### config.mk
export PLATFORM = sky130hd
export DESIGN_NAME = hex_data_entry
export DESIGN_NICKNAME = d
export VERILOG_FILES = /design/src/rtl/hex_data_entry.sv
export SDC_FILE = /design/constraint.sdc
export NUM_CORES = 1
export LEC_CHECK = 0
export BUFFER_PORTS_ARGS = -buffer_cell sky130_fd_sc_hd__buf_4
export CAP_MARGIN = 25
export CORE_MARGIN = 5
export CORE_UTILIZATION = 49
export DETAILED_ROUTE_END_ITERATION = 7
export PLACE_DENSITY = 0.79
export SYNTH_ARGS = -nofsm -noshare
export SYNTH_HDL_FRONTEND = slang
export SYNTH_SLANG_ARGS = --single-unit
### constraint.sdc
create_clock -name clk -period 2.7 [get_ports clk]
set_input_delay 0.54 -clock clk [delete_from_list [all_inputs] [get_ports clk]]
set_output_delay 0.54 -clock clk [all_outputs]
set_load 0.005 [all_outputs]
### src/rtl/hex_data_entry.sv
// Nibble-at-a-time operand editor for the systolic cell demo: edits a shadow
// copy of {prop, par, inp} and publishes it to the cell only on commit.
module hex_data_entry #(
    parameter int DATA_WIDTH   = 8,
    parameter int BLINK_CYCLES = 25000000
) (
    input  logic                              clk,
    input  logic                              reset_n,
    input  logic                              key_inc,
    input  logic                              key_dec,
    input  logic                              key_next,
    input  logic                              key_commit,
    input  logic                              preset_load,
    input  logic [DATA_WIDTH-1:0]             preset_inp,
    input  logic [DATA_WIDTH-1:0]             preset_par,
    input  logic [2*DATA_WIDTH-1:0]           preset_prop,
    output logic [DATA_WIDTH-1:0]             inp,
    output logic [DATA_WIDTH-1:0]             par,
    output logic [2*DATA_WIDTH-1:0]           prop,
    output logic                              commit_valid,
    output logic [$clog2(DATA_WIDTH)-1:0]     cursor,
    output logic [15:0]                       display_number,
    output logic [3:0]                        digit_blank
);

    localparam int NIBBLES  = DATA_WIDTH;
    localparam int SHADOW_W = 4 * DATA_WIDTH;
    localparam int CW       = $clog2(DATA_WIDTH);
    localparam int NWIN     = (SHADOW_W + 15) / 16;
    localparam int PAD_W    = 16 * NWIN;
    localparam int BW       = $clog2(BLINK_CYCLES);

    logic [SHADOW_W-1:0]     shadow_reg, shadow_next, shadow_edit;
    logic [DATA_WIDTH-1:0]   inp_reg, par_reg;
    logic [2*DATA_WIDTH-1:0] prop_reg;
    logic                    commit_valid_reg;
    logic [CW-1:0]           cursor_reg, cursor_next;
    logic [BW-1:0]           blink_cnt_reg, blink_cnt_next;
    logic                    blink_phase_reg, blink_phase_next;

    logic [3:0]              nibbles [NIBBLES];
    logic [3:0]              cur_nibble, nibble_new;
    logic                    key_any, do_commit, do_edit;

    assign key_any   = key_inc | key_dec | key_next | key_commit | preset_load;
    assign do_commit = key_commit & ~preset_load;
    assign do_edit   = ~preset_load & ~key_commit;

    // Only the nibble under the cursor takes the edited value
    genvar gi;
    generate
        for (gi = 0; gi < NIBBLES; gi++) begin : g_nib
            assign nibbles[gi] = shadow_reg[4*gi +: 4];
            assign shadow_edit[4*gi +: 4] = (cursor_reg == CW'(gi)) ? nibble_new
                                                                   : shadow_reg[4*gi +: 4];
        end
    endgenerate

    assign cur_nibble = nibbles[cursor_reg];

    always_comb begin
        nibble_new = cur_nibble;
        if (key_inc && !key_dec) begin
            nibble_new = cur_nibble + 4'd1;
        end else if (key_dec && !key_inc) begin
            nibble_new = cur_nibble - 4'd1;
        end
    end

    always_comb begin
        shadow_next = shadow_reg;
        cursor_next = cursor_reg;
        if (preset_load) begin
            shadow_next = {preset_prop, preset_par, preset_inp};
        end else if (do_edit) begin
            shadow_next = shadow_edit;
            if (key_next) begin
                cursor_next = (cursor_reg == CW'(NIBBLES - 1)) ? '0 : cursor_reg + CW'(1);
            end
        end
    end

    // Any key restarts the blink so the cursor digit is shown immediately
    always_comb begin
        blink_cnt_next   = blink_cnt_reg + BW'(1);
        blink_phase_next = blink_phase_reg;
        if (key_any) begin
            blink_cnt_next   = '0;
            blink_phase_next = 1'b0;
        end else if (blink_cnt_reg == BW'(BLINK_CYCLES - 1)) begin
            blink_cnt_next   = '0;
            blink_phase_next = ~blink_phase_reg;
        end
    end

    always_ff @(posedge clk) begin
        if (!reset_n) begin
            shadow_reg       <= '0;
            inp_reg          <= '0;
            par_reg          <= '0;
            prop_reg         <= '0;
            commit_valid_reg <= 1'b0;
            cursor_reg       <= '0;
            blink_cnt_reg    <= '0;
            blink_phase_reg  <= 1'b0;
        end else begin
            shadow_reg       <= shadow_next;
            cursor_reg       <= cursor_next;
            blink_cnt_reg    <= blink_cnt_next;
            blink_phase_reg  <= blink_phase_next;
            commit_valid_reg <= do_commit;
            if (do_commit) begin
                inp_reg  <= shadow_reg[DATA_WIDTH-1:0];
                par_reg  <= shadow_reg[2*DATA_WIDTH-1:DATA_WIDTH];
                prop_reg <= shadow_reg[SHADOW_W-1:2*DATA_WIDTH];
            end
        end
    end

    // Display: 16-bit window holding the cursor, zero-filled past the buffer top
    logic [PAD_W-1:0] shadow_pad;
    logic [15:0]      windows [NWIN];

    assign shadow_pad = PAD_W'(shadow_reg);

    generate
        for (gi = 0; gi < NWIN; gi++) begin : g_win
            assign windows[gi] = shadow_pad[16*gi +: 16];
        end
        if (CW > 2) begin : g_multi_win
            assign display_number = windows[cursor_reg[CW-1:2]];
        end else begin : g_single_win
            assign display_number = windows[0];
        end
        for (gi = 0; gi < 4; gi++) begin : g_blank
            assign digit_blank[gi] = blink_phase_reg && (cursor_reg[1:0] == 2'(gi));
        end
    endgenerate

    assign inp          = inp_reg;
    assign par          = par_reg;
    assign prop         = prop_reg;
    assign commit_valid = commit_valid_reg;
    assign cursor       = cursor_reg;

endmodule

==> results of run 1 <==
worst max-delay path: stages, from the launching register on:
cell,delay [ns]
dfxtp_2,0.43
mux4_2,0.56
mux2i_4,0.16
buf_4,0.16
ha_1,0.23
mux2_2,0.28
o21ai_2,0.32
o21ai_0,0.17
o211a_1,0.13
layer usage:
metal / global-route usage [%] / routed length, um / vias to the layer above
li1: - / - / 1992
met1: 30.5 / 5480 / 1955
met2: 36.4 / 5960 / 192
met3: 5.65 / 1210 / 27
met4: 6.29 / 271 / 0
met5: 0 / 0 / -
power breakdown:
group          leakage (nW)  internal (mW)  total (mW)  switching, mW
registers             0.767           1.44        1.49         0.0530
clock network        0.0996          0.431       0.939          0.508
logic                  1.38          0.223       0.447          0.225
total                  2.25           2.09        2.87          0.786
metrics by stage:
step / TNS, ns / worst slack (ns)
2_1_floorplan: 0 / 0.0135
5_1_grt: 0 / 0.0407
6_report: 0 / 0.152
3_3_place_gp: 0 / 0.0608
3_5_place_dp: -0.0442 / -0.0240
4_1_cts: 0 / 0.0672
Yosys cell counts (7+ instances only):
master	n	share of area, %
dfxtp_1	94	42
nand2_1	83	6.9
a21oi_1	57	6.3
nor2_1	49	4.1
a22oi_1	21	3.5
clkbuf_1	21	1.7
mux2_2	21	5.2
o21ai_0	16	1.8
xor2_1	14	2.7
nand3_1	13	1.4
and2_1	11	1.5
inv_1	11	0.91
xnor2_1	11	2.1
ha_1	9	2.5
o211a_1	9	2.0
o21a_1	7	1.2
final cells by class:
class                   count  share of cell area (%)
multi-input cells         382                    44.7
flip-flops and latches     94                    33.8
repair buffers            107                    14.7
well taps                 111                    2.49
clock buffers               9                    2.23
clock inverters             7                    1.33
inverters                  12                   0.809
kinds of logic (layout without fill, tap and decap cells):
logic type               after synthesis  after routing  share of synthesized area [%]
multiplexers                          32             32                           10.3
adder cells (fa/ha/maj)                9              9                           2.49
AND/OR/NAND/NOR                      189            189                           18.7
AO/OA/AOI/OAI                        126            126                           17.8
flip-flops                            94             94                           41.6
buffers and inverters                 40            135                           3.59
XOR/XNOR                              26             26                           5.45
how the worst max path moves through the flow:
| stage | to | depth (start not counted) | from |
|---|---|---|---|
| floorplan | shadow_pad[10]$_SDFFE_PN0P_ | 11 | cursor[0]$_SDFFE_PN0P_ |
| global placement | shadow_pad[10]$_SDFFE_PN0P_ | 9 | cursor[0]$_SDFFE_PN0P_ |
| detailed placement | shadow_pad[30]$_SDFFE_PN0P_ | 9 | cursor[0]$_SDFFE_PN0P_ |
| CTS | shadow_pad[30]$_SDFFE_PN0P_ | 9 | cursor[0]$_SDFFE_PN0P_ |
| global route | shadow_pad[25]$_SDFFE_PN0P_ | 8 | cursor[0]$_SDFFE_PN0P_ |
| finish | shadow_pad[21]$_SDFFE_PN0P_ | 8 | cursor[0]$_SDFFE_PN0P_ |
what timing repair did:
item,CTS,global route
resized for setup,1,2
endpoints found under the hold margin,0,0
buffers inserted,0,0
endpoints found under the setup margin,3,2
hold buffers,0,0
cloned,0,0
==> flow_summary.toml, run 1 <==
[final_layout]
postLayoutCoreUtil_pct = 61.1
largest_reg_flops = 32
area.growth.synth_to_final_pct = 23.0
fillCellCount = 824
layout_commonest_cell = "buf_4"
multiInputGateArea_sq_um = 2490
layout_common_cells = "buf_4, dfxtp_1, nand2_1, a21oi_1, nor2_1"
nets = 654
post_route_cells_drive_above_1_share_pct = 26.4
register_area_sq_um = 1880
final_area_sq_um = 5570
stdcell_count = 722
antennaDiodeCount = 0

[clock_tree]
cts_tree = "done"
cts-root-buf = "clkbuf_8"
cts_buffer_depth = 2
cts_inserted_buffers = 9
htreeDepth = 3
clk_pin_slew_ns = 0.09
worstSkewPairLatency_ns = 0.36
clkSinkCount = 94

[sta]
slew_headroom_pct = 48.1
finalMaxSlewViolations = 0
fin_crit_sh_pct = 94.4
min_period_ns = 2.55
report.final.hold_viol_count = 0
fin_skew_ns = 0.0125
tightest_slew_ns = 0.771
max_freq_mhz = 392
rsz0062_at_grt = "false"
setup_viol = 0
hold_ws_ns = 0.406

[logic_synthesis]
ys.warnings.count = 0
synth_edf_count = 0
syn_area_sq_um = 4530
syn_inst = 516
synth_nets = 564
ys_types = 48
yosysSeqAreaShare_pct = 41.6
avgSynthCellArea_sq_um = 8.77
synthFlopType = "dfxtp_1"
ys_ff_latch = 94
async_reset_ff_share_pct = 0

[die]
io_pins = 95
start_util_pct = 49.7
die_height_um = 106
rows = 35
die_w_um = 106
die_area_sq_um = 11300
coreArea_sq_um = 9110

[placement]
gp_congestion = 0.904
placedCellCount = 706
placed_cell_area_sq_um = 5370
place_hpwl_mm = 9.52
portBuffers = 94

[detailed_routing]
finalWirelength_mm = 12.9
wl_per_cell_um = 17.9
vias = 4166
vias_per_cell = 5.77
first_pass_iters = 5
drtIter0Drc = 267
ant_nets = 0
drc_errors = 0

[global_routing]
grt-ovfl-total = 0
grt_pass1_wl_mm = 20.4
grt_usage_pct = 22.7
antenna_found_initial = 0
grt_max_degree = 53
grt_pass1_vias = 3980

[min_path]
hold_path_startpoint = "preset_par[1]"
worstHoldPathCells = 2
holdPathEnd = "shadow_pad[9]$_SDFFE_PN0P_"
hold_class = "in -> reg"

[setup_path]
worstPathArrival_ns = 2.81
cp_data_required_time_ns = 2.96
worstReg2RegEnd = "shadow_pad[21]$_SDFFE_PN0P_"
timing.rr.start = "cursor[0]$_SDFFE_PN0P_"
critPathMaxFanout = 8
r2r_cells = 8
rrSetupSlack_ns = 0.15
start_kind = "register"
crit_type = "reg -> reg"
end_kind = "register"

[pwr]
total_power_mw = 2.87
power_density_nw_per_um2 = 516
ir_drop_v = 0.000241
power.leakage_nw = 2.25

[run]
maxCapViolCount = 0

[outcome]
status = "finished clean"
Power figures use the tool's default switching activity.
==> inputs of run 2 (changes only) <==
Settings changed: CORE_UTILIZATION 49 to 35, GPL_TIMING_DRIVEN from default to 0, PLACE_DENSITY 0.79 to 0.6.
==> flow_summary.toml, run 2 (synthesized netlist as in run 1, its figures left out) <==
[placement]
portBuffers = 92
place_hpwl_mm = 10.9
placed_cell_area_sq_um = 5430
gp_congestion = 0.915

[pwr]
p_clk_share_pct = 39.3
p_comb_share_pct = 14.6
swShare_pct = 25.3
p_int_mw = 2.41
p_seq_share_pct = 46.1
ir_drop_v = 0.000275
power.leakage_nw = 2.32
switchingPower_uw = 819
power_density_nw_per_um2 = 553

[global_routing]
grt_pass1_vias = 4004
antenna_found_initial = 0
grt-ovfl-total = 0
grt_max_degree = 15
grt_pass1_wl_mm = 21.5
grt_usage_pct = 18.7

[setup_path]
crit_type = "reg -> reg"
cp_num_cells = 11
crit_family = "multiplexers"
r2r_cells = 11
cpPeakStageDelay_ns = 0.53
path_buf_inv = 3
cp_cell_sequence = "buf_12, mux4_2, mux2i_4, inv_1, ha_1, a22o_1, nand3_1, or3b_4, buf_6, o21ai_1, o211a_1"
start_kind = "register"
cp_slowest_cell = "mux4_2"
worstPathArrival_ns = 2.92
cp_data_required_time_ns = 2.99
end_kind = "register"
critPathMaxFanout = 8

[sta]
tightest_slew_ns = 0.902
fin_crit_sh_pct = 97.2
fin_skew_ns = 0.0106
setup_viol = 0
max_freq_mhz = 381
finalMaxSlewViolations = 0
report.final.hold_viol_count = 0
slew_headroom_pct = 39.9
min_period_ns = 2.63

[die]
start_util_pct = 35.7
coreArea_sq_um = 12700
rows = 41
die_height_um = 124
die_w_um = 124
die_area_sq_um = 15300
io_pins = 95

[clock_tree]
htreeDepth = 3
worstSkewPairLatency_ns = 0.35
cts_buffer_depth = 2
clk_pin_slew_ns = 0.06
clkSinkCount = 94
cts-root-buf = "clkbuf_16"
holdBufCountCts = 0
cts_inserted_buffers = 9
cts_tree = "done"

[final_layout]
area.growth.synth_to_final_pct = 29.1
final_area_sq_um = 5840
postLayoutCoreUtil_pct = 46.1
layout_common_cells = "buf_4, dfxtp_1, nand2_1, a21oi_1, nor2_1"
largest_reg_flops = 32
nets = 675
antennaDiodeCount = 0
post_route_cells_drive_above_1_share_pct = 24.8
layout_commonest_cell = "buf_4"

[detailed_routing]
finalWirelength_mm = 14.3
wl_per_cell_um = 17.8
vias = 4204
first_pass_iters = 5
ant_nets = 0
vias_per_cell = 5.23
drtIter0Drc = 276
drc_errors = 0

[outcome]
status = "finished clean"

[min_path]
hold_class = "in -> reg"
worstHoldPathCells = 2

[run]
maxCapViolCount = 0
==> run 2: cell types whose count changed in the layout (fill, tap and decap cells not counted), moves of 2 or more <==
cell	previous run	this run
clkbuf_8	9	1
buf_2	0	3
buf_4	106	99
clkbuf_1	0	23
buf_6	0	2
clkbuf_16	0	10
==> run 2: worst paths after layout <==
check | slack [ns] | startpoint | endpoint
hold reg to reg | 0.45 | blink_cnt_reg[0]$_SDFF_PP0_ | blink_cnt_reg[0]$_SDFF_PP0_
hold / removal | 0.41 | preset_prop[13] | shadow_pad[29]$_SDFFE_PN0P_
setup reg to reg | 0.07 | cursor[0]$_SDFFE_PN0P_ | shadow_pad[30]$_SDFFE_PN0P_
setup / recovery | 0.07 | cursor[0]$_SDFFE_PN0P_ | shadow_pad[30]$_SDFFE_PN0P_
==> run 2: metrics by stage <==
stage               hold slack, ns  setup slack, ns    TNS, ns  power, mW  std cells
global route                 0.411        -0.000326  -0.000326       3.35        804
detailed placement           0.439           -0.367      -3.59       1.96        780
floorplan                    0.413           0.0135          0       1.76        516
CTS                          0.407          0.00320          0       3.24        799
finish                       0.414           0.0747          0       3.23        804
global placement             0.427           -0.317      -3.15       1.96        780
==> run 2: area by class of cell <==
type | count | area, sq um
Buffer | 28 | 141
Timing Repair Buffer | 100 | 768
Tap cell | 172 | 215
Clock buffer | 13 | 250
Fill cell | 1279 | 6830
Sequential cell | 94 | 1890
Inverter | 12 | 45.0
Multi-Input combinational cell | 382 | 2490
Clock inverter | 3 | 43.8
==> run 2: metal layers <==
layer | track usage, % | routed length [um] | share of wire [%]
met3 | 4.04 | 1120 | 7.8
met1 | 25.4 | 6380 | 45
met5 | 0 | 0 | 0
met2 | 28.8 | 6510 | 45
met4 | 7.75 | 298 | 2.1
==> run 2: power groups by stage <==
stage                     clock network [mW]  registers (mW)  logic [mW]
after floorplan                            0            1.50       0.262
after global placement                     0            1.52       0.439
after detailed placement                   0            1.52       0.441
after CTS                               1.30            1.49       0.454
after global routing                    1.34            1.49       0.512
final                                   1.27            1.49       0.472
==> run 2: what timing repair did <==
item / CTS / global route
buffers inserted: 3 / 4
cloned: 0 / 1
gates resized for setup: 9 / 6
hold endpoints to repair: 0 / 0
setup endpoints to repair: 25 / 15
==> run 2: worst reg2reg max path, stage by stage, from the launching register on <==
cell,delay [ns]
dfxtp_4,0.36
buf_12,0.12
mux4_2,0.54
mux2i_4,0.19
inv_1,0.07
ha_1,0.17
a22o_1,0.22
nand3_1,0.08
or3b_4,0.38
buf_6,0.15
o21ai_1,0.14
o211a_1,0.15
==> inputs of run 3 (changes only) <==
--- a/config.mk
+++ b/config.mk
@@ -13,3 +13,3 @@
 export GPL_TIMING_DRIVEN = 0
-export PLACE_DENSITY = 0.6
+export PLACE_DENSITY = 0.58
 export SYNTH_ARGS = -nofsm -noshare
==> constraint.sdc (replaced) <==
create_clock -name clk -period 3 [get_ports clk]
set_input_delay 0.6 -clock clk [delete_from_list [all_inputs] [get_ports clk]]
set_output_delay 0.6 -clock clk [all_outputs]
set_load 0.1 [all_outputs]
==> flow_summary.toml, run 3 (synthesized netlist as in run 1, its figures left out) <==
[outcome]
status = "finished clean"

[setup_path]
crit_type = "reg -> out"
cp_slowest_cell = "buf_1"
start_kind = "register"
cp_cell_sequence = "buf_1, clkbuf_2, mux2_2, buf_4"
critPathMaxFanout = 10
cp_data_required_time_ns = 2.40
cpPeakStageDelay_ns = 0.47
worstPathArrival_ns = 2.32
end_kind = "output pin"

[clock_tree]
holdBufCountCts = 0
cts_tree = "done"
cts-root-buf = "clkbuf_16"
clkSinkCount = 94
htreeDepth = 3
cts_buffer_depth = 2
cts_inserted_buffers = 9
worstSkewPairLatency_ns = 0.36
clk_pin_slew_ns = 0.07

[placement]
gp_congestion = 0.894
portBuffers = 92
placed_cell_area_sq_um = 5440
place_hpwl_mm = 10.9

[sta]
fin_crit_sh_pct = 97.5
slew_headroom_pct = 36.7
report.final.hold_viol_count = 0
max_freq_mhz = 342
min_period_ns = 2.92
tightest_slew_ns = 0.949
rsz0062_at_grt = "false"
finalMaxSlewViolations = 0
setup_viol = 0
fin_skew_ns = 0.00887
finalSetupTns_ns = 0

[die]
coreArea_sq_um = 12700
die_w_um = 124
die_area_sq_um = 15300
start_util_pct = 35.7
die_height_um = 124
io_pins = 95
rows = 41

[final_layout]
largest_reg_flops = 32
nets = 669
layout_commonest_cell = "buf_4"
post_route_cells_drive_above_1_share_pct = 24.3
fillCellCount = 1288
final_area_sq_um = 5750
area.growth.synth_to_final_pct = 27.0
layout_common_cells = "buf_4, dfxtp_1, nand2_1, a21oi_1, nor2_1"
antennaDiodeCount = 0

[pwr]
switchingPower_uw = 991
p_int_mw = 2.14
p_clk_share_pct = 36.5
power_density_nw_per_um2 = 545
p_comb_share_pct = 20.6
total_power_mw = 3.13
swShare_pct = 31.7
power.leakage_nw = 2.27
p_seq_share_pct = 42.9
ir_drop_v = 0.000250

[run]
maxCapViolCount = 0

[global_routing]
grt_usage_pct = 19.1
grt_pass1_vias = 3999
antenna_found_initial = 0
grt_pass1_wl_mm = 21.9
grt_max_degree = 16
grt-ovfl-total = 0

[detailed_routing]
ant_nets = 0
drc_errors = 0
wl_per_cell_um = 18.2
vias = 4260
vias_per_cell = 5.34
first_pass_iters = 5
finalWirelength_mm = 14.5
drtIter0Drc = 404

[min_path]
hold_class = "reg -> reg"
==> run 3: changes by cell type in the layout (fill, tap and decap cells not counted), sizes merged <==
cell,previous run,this run
clkinvlp,0,2
clkbuf,35,32
inv,12,13
clkinv,2,1
buf,106,101
==> run 3: worst max-delay path, delay by kind of cell, from the launching register on <==
family                 cells  cell delay, ns
buffers and inverters      3            1.14
flip-flops                 1            0.41
multiplexers               1            0.41
==> run 3: layout make-up <==
class	count	area, sq um	area share (%)
Buffer	28	119	2.07
Inverter	12	45.0	0.784
Clock buffer	11	233	4.05
Tap cell	172	215	3.75
Sequential cell	94	1890	32.9
Timing Repair Buffer	94	706	12.3
Clock inverter	5	58.8	1.02
Multi-Input combinational cell	382	2480	43.2
==> run 3: path summary, 6_finish.rpt <==
check | from | endpoint | slack, ns | cells past startpoint
worst max-delay path | cursor[2]$_SDFFE_PN0P_ | display_number[6] | 0.08 | 4
worst min-delay path | blink_cnt_reg[0]$_SDFF_PP0_ | blink_cnt_reg[0]$_SDFF_PP0_ | 0.44 | 1
worst max register to register | cursor[0]$_SDFFE_PN0P_ | shadow_pad[10]$_SDFFE_PN0P_ | 0.13 | 11
worst min register to register | blink_cnt_reg[0]$_SDFF_PP0_ | blink_cnt_reg[0]$_SDFF_PP0_ | 0.44 | 1
==> run 3: power groups by stage <==
stage	registers [mW]	clock network (mW)	logic [mW]
global route	1.35	1.22	0.675
detailed placement	1.37	0	0.635
finish	1.34	1.14	0.645
CTS	1.34	1.16	0.637
global placement	1.37	0	0.632
floorplan	1.45	0	0.371
==> run 3: metrics by stage <==
step                      hold slack (ns)  instances  utilization (%)  setup slack (ns)
final                               0.439        798             45.3            0.0752
after global placement              0.426        780             42.9             0.106
after CTS                           0.442        796             45.2            0.0640
after detailed placement            0.432        780             42.9             0.103
after global routing                0.464        798             45.3            0.0142
after floorplan                     0.413        516                -             0.145
==> run 3: repair_timing <==
action,CTS,global route
pin swaps,0,0
gates resized for setup,1,2
setup endpoints to repair,9,6
buffers inserted,0,2
==> run 3: layer usage <==
layer / global-route usage, % / wire [um] / share of wire [%] / up-vias
met5: 0 / 0 / 0 / -
met4: 8.30 / 340 / 2.3 / 0
met3: 4.00 / 1150 / 7.9 / 21
met2: 27.5 / 6310 / 44 / 173
met1: 27.3 / 6690 / 46 / 2035
li1: - / - / - / 2031
